$ cat src/rtl/dds_pkg.sv
// Constants and types shared by the DDS frequency path (BCD entry, display, core).
package dds_pkg;

  localparam int DDS_FREQ_W = 18;
  localparam int DDS_DIGITS = 8;
  localparam int BCD_DIG_W  = 4;

  typedef enum logic [1:0] {
    IDLE  = 2'd0,
    SHIFT = 2'd1,
    DONE  = 2'd2
  } conv_state_t;

  // Bits needed to hold any value of `digits` decimal digits: ceil(log2(10^digits)).
  function automatic int calc_bin_w(input int digits);
    longint unsigned p;
    p = 1;
    for (int i = 0; i < digits; i++) p = p * 10;
    return $clog2(p);
  endfunction

endpackage

$ cat src/rtl/bcd_digit_adj.sv
// Reverse double-dabble digit correction: a digit that reached >=8 after the shift is pulled back by 3.
module bcd_digit_adj
  import dds_pkg::*;
(
  input  logic [BCD_DIG_W-1:0] d,
  output logic [BCD_DIG_W-1:0] q
);

  assign q = (d >= 4'd8) ? d - 4'd3 : d;

endmodule

$ cat src/rtl/bcd_to_freq.sv
// Iterative BCD-to-binary frequency converter, one bit per clock, valid/ready on both sides.
// Optional build macro BCD_FREQ_CLAMP_EN: saturate f to all-ones on overflow instead of truncating.
module bcd_to_freq
  import dds_pkg::*;
#(
  parameter int DIGITS = DDS_DIGITS,
  parameter int FREQ_W = DDS_FREQ_W
) (
  input  logic                        clk,
  input  logic                        rst,
  input  logic [BCD_DIG_W*DIGITS-1:0] bcd_in,
  input  logic                        in_valid,
  output logic                        in_ready,
  output logic [FREQ_W-1:0]           f,
  output logic                        ovf,
  output logic                        err,
  output logic                        out_valid,
  input  logic                        out_ready
);

  localparam int BIN_W = calc_bin_w(DIGITS);
  localparam int BCD_W = BCD_DIG_W * DIGITS;
  localparam int SR_W  = BCD_W + BIN_W;
  localparam int CNT_W = $clog2(BIN_W + 1);

  conv_state_t       state, state_nxt;
  logic [SR_W-1:0]   sr, sr_sh, sr_adj;
  logic [CNT_W-1:0]  cnt;
  logic              err_lat;
  logic [DIGITS-1:0] dig_bad;
  logic              load, last;
  logic [BIN_W-1:0]  bin_fin;
  logic [FREQ_W-1:0] f_nxt;
  logic              ovf_nxt;

  assign sr_sh = sr >> 1;

  // Binary part passes straight through; each BCD digit is corrected independently.
  assign sr_adj[BIN_W-1:0] = sr_sh[BIN_W-1:0];

  for (genvar g = 0; g < DIGITS; g++) begin : g_dig
    bcd_digit_adj u_adj (
      .d (sr_sh[BIN_W + g*BCD_DIG_W +: BCD_DIG_W]),
      .q (sr_adj[BIN_W + g*BCD_DIG_W +: BCD_DIG_W])
    );
    assign dig_bad[g] = bcd_in[g*BCD_DIG_W +: BCD_DIG_W] > 4'd9;
  end

  assign in_ready  = (state == IDLE);
  assign out_valid = (state == DONE);

  always_ff @(posedge clk) begin
    if (rst) state <= IDLE;
    else     state <= state_nxt;
  end

  always_comb begin
    state_nxt = state;
    load      = 1'b0;
    last      = 1'b0;
    case (state)
      IDLE: if (in_valid) begin
        load      = 1'b1;
        state_nxt = SHIFT;
      end
      SHIFT: if (cnt == CNT_W'(1)) begin
        last      = 1'b1;
        state_nxt = DONE;
      end
      DONE: if (out_ready) state_nxt = IDLE;
      default: state_nxt = IDLE;
    endcase
  end

  // Result is taken from the register value produced by the final shift.
  assign bin_fin = sr_adj[BIN_W-1:0];

  always_comb begin
    ovf_nxt = |bin_fin[BIN_W-1:FREQ_W];
    f_nxt   = bin_fin[FREQ_W-1:0];
`ifdef BCD_FREQ_CLAMP_EN
    if (ovf_nxt) f_nxt = '1;
`endif
    if (err_lat) begin
      f_nxt   = '0;
      ovf_nxt = 1'b0;
    end
  end

  always_ff @(posedge clk) begin
    if (rst) begin
      sr      <= '0;
      cnt     <= '0;
      err_lat <= 1'b0;
      f       <= '0;
      ovf     <= 1'b0;
      err     <= 1'b0;
    end else if (load) begin
      sr      <= {bcd_in, {BIN_W{1'b0}}};
      cnt     <= CNT_W'(BIN_W);
      err_lat <= |dig_bad;
    end else if (state == SHIFT) begin
      sr  <= sr_adj;
      cnt <= cnt - CNT_W'(1);
      if (last) begin
        f   <= f_nxt;
        ovf <= ovf_nxt;
        err <= err_lat;
      end
    end
  end

endmodule

$ cat config.mk
export PLATFORM = sky130hd
export DESIGN_NAME = bcd_to_freq
export DESIGN_NICKNAME = d
export VERILOG_FILES = /design/src/rtl/dds_pkg.sv /design/src/rtl/bcd_digit_adj.sv /design/src/rtl/bcd_to_freq.sv
export SDC_FILE = /design/constraint.sdc
export NUM_CORES = 1
export LEC_CHECK = 0
export CAP_MARGIN = 25
export CORE_UTILIZATION = 35
export DETAILED_ROUTE_END_ITERATION = 6
export MAX_ROUTING_LAYER = met4
export PLACE_DENSITY_LB_ADDON = 0.15
export SETUP_SLACK_MARGIN = 0.5
export SLEW_MARGIN = 10
export SYNTH_ARGS = -nofsm -noshare
export SYNTH_HDL_FRONTEND = slang
export SYNTH_SLANG_ARGS = --single-unit
$ cat constraint.sdc
create_clock -name clk -period 1.8 [get_ports clk]
set_input_delay 0.36 -clock clk [delete_from_list [all_inputs] [get_ports clk]]
set_output_delay 0.36 -clock clk [all_outputs]
set_load 0.02 [all_outputs]
==> metrics <==
wire per inst 15.78 microns; Hold WC Path Type in -> reg; worst slew pin tran 0.6590 ns; # port buffers 57; Pwr per Cell Area 838.2 mW/mm^2; flops & latches, synth 86; grt ovf 0; Synth cell types 37; dpl cells 673; Syn. warnings 0; CP top delay family simple AND/OR/NAND/NOR gates; Static Leakage 2.247 nW; multi-input logic area 0.002499 sq mm; H-tree level count 3; CTS Sinks 86; fraction of layout cells with a size suffix above 1 31.83%; Req. time, crit path 2.07 ns; ys flop type dfxtp_1; clk_skew 0.008361 ns; placed cell area 0.004863 sq mm; CP arrival 1.76 ns; chip width 109.5 microns; Clock transition at path regs 0.07 ns; Routed WL 11290 microns; Synth area leaders dfxtp_1 43%, nand2_1 9.7%, a21oi_1 8.3%, ha_1 5.0%, or3b_1 3.9%; CP peak stage delay 0.37 ns; fraction of registers with async set/reset 0%; Tcrit/Tclk final 83.17%; Placement Setup Slack -0.1612 ns; Final Util 53.83%; Initial DRC Count 174; TritonCTS clock tree done; net count after synthesis 539; DRT antenna net count 0; Max Fclk 668.0 MHz; met2 GRT Util 30.05%; pin count of the biggest net entering global routing 29; core area 0.01103 sq mm; Post-Synthesis Cells 487; Worst setup EP type flip-flop; Fin. Hold Viols 0; Pwr Total 4.977 mW; Critical Path Source Type flip-flop; outcome completed; GRT busiest layer met2; endpoints failing setup 0; vias in the first global route 3431; CTS root buffer clkbuf_16; max-cap violation count 0; sequential area share after synthesis 42.57%; M1 GR Usage 26.80%; Inserted Clock Buffers 9; Min Clock Period, post-route 1.497 ns; clk_lat worst skew 0.34 ns; unrepaired setup endpoints after global routing yes; Synth area leader dfxtp_1; Synth top area share 42.57%; CP Class reg -> reg; final cell count without fillers 715; worst vdd ir 0.0004139 V; HPWL Detailed 6481 microns; final worst slack 0.3029 ns; Die Ht 109.5 microns; initial antenna violation count 0; CP max-delay cell or3b_1; Slew Limit Fails 0; gpl congestion 0.7610; critical path, cell by cell inv_1 > ha_2 > nand4b_4 > buf_12 > or3b_1 > a21oi_1; row cnt 38; Tot GR Track Use 19.88%; Avg Inst Size Synth 8.304 sq um; Netlist Area Pre-Place 0.004044 sq mm; Remaining DRCs 0; fin area 0.005938 sq mm; First-pass DRT Iterations 4; ANT cells 0; Post-synth EDFFs 0; die footprint 0.01199 sq mm; first-pass GRT wire length 17570 microns; critical-path maximum fanout 20; top-count cell post-synth nand2_1; CP bufs+invs 2; final net count 622; met3 Use GR 3.853%; Clock Path Buffers 2; fillers 1008; Synth-to-Final Area Change 46.84%; number of I/O pins 58; Reg area 0.001733 sq mm; Post-synth top cells 104 x nand2_1, 86 x dfxtp_1, 67 x a21oi_1; via count 3748; worst relative slew slack 56.01%; Starting Density 36.66%; Via density 5.242
cell families (layout without fill, tap and decap cells):
family	Yosys count	count (layout)	synth area share, %
adder cells (fa/ha/maj)	16	16	4.950
flip-flops	86	86	42.57
buffers and inverters	51	138	5.817
AO/OA/AOI/OAI	120	120	17.42
multiplexers	8	8	1.980
XOR/XNOR	17	17	3.682
AND/OR/NAND/NOR	189	190	23.58
cell usage in the layout (no fill, tap or decap), drive strengths merged, types with 2 or more instances in the layout:
cell type / count
nand2: 104
dfxtp: 86
buf: 68
a21oi: 67
clkdlybuf4s50: 33
nor2: 21
or3b: 19
inv: 18
ha: 16
a21o: 14
nand3: 14
clkbuf: 12
nand2b: 11
a22oi: 10
o21ai: 10
xnor2: 9
a31oi: 9
mux2i: 8
nand3b: 8
xor2: 8
a221oi: 6
clkinv: 4
nor3: 4
nor4: 2
nand4: 2
what timing repair did:
item                       CTS  global route
gates cloned                 6             3
setup endpoints to repair  106            96
gates resized for setup    146            72
hold buffers                 0             0
pin swaps                   27            29
setup buffers               16             1
path summary, 6_finish.rpt:
path / from / to / slack (ns) / depth (start not counted)
worst min-delay path: rst / sr[27] / 0.27 / 2
worst max register to register: cnt[1] / f[17] / 0.30 / 6
worst max-delay path: cnt[1] / f[17] / 0.30 / 6
worst min register to register: f[7] / f[7] / 0.45 / 2
cell type report:
type | count | area share, %
Clock inverter | 7 | 0.8217
Timing Repair Buffer | 106 | 20.16
Sequential cell | 86 | 29.18
Tap cell | 140 | 2.950
Inverter | 16 | 1.011
Clock buffer | 9 | 3.793
Multi-Input combinational cell | 351 | 42.08
sequential cells by signal, indices dropped and copies added (netlist names):
name and flops:
sr 58, err_lat 1, f 18, state 2, cnt 5, ovf 1, err 1
metrics by stage:
step | TNS (ns) | hold WS, ns
after detailed placement | -4.110 | 0.4466
final | 0 | 0.2660
after global placement | -3.646 | 0.4445
after floorplan | 0 | 0.4309
after CTS | 0 | 0.2597
after global routing | 0 | 0.2761
per-layer routing:
layer,vias up,share of wire (%)
met4,0,1.4
met2,78,47
li1,1830,-
met5,-,0
met1,1828,47
met3,12,5.3
worst reg2reg max path: stages, from the launching register on:
cell and delay, ns:
dfxtp_1 0.33, inv_1 0.09, ha_2 0.21, nand4b_4 0.12, buf_12 0.18, or3b_1 0.37, a21oi_1 0.14
power by group:
group          internal [mW]  leakage, nW  switching, mW
registers               1.99        0.703          0.129
logic                  0.590         1.41          0.539
clock network          0.939        0.136          0.790
Power figures use the tool's default switching activity.
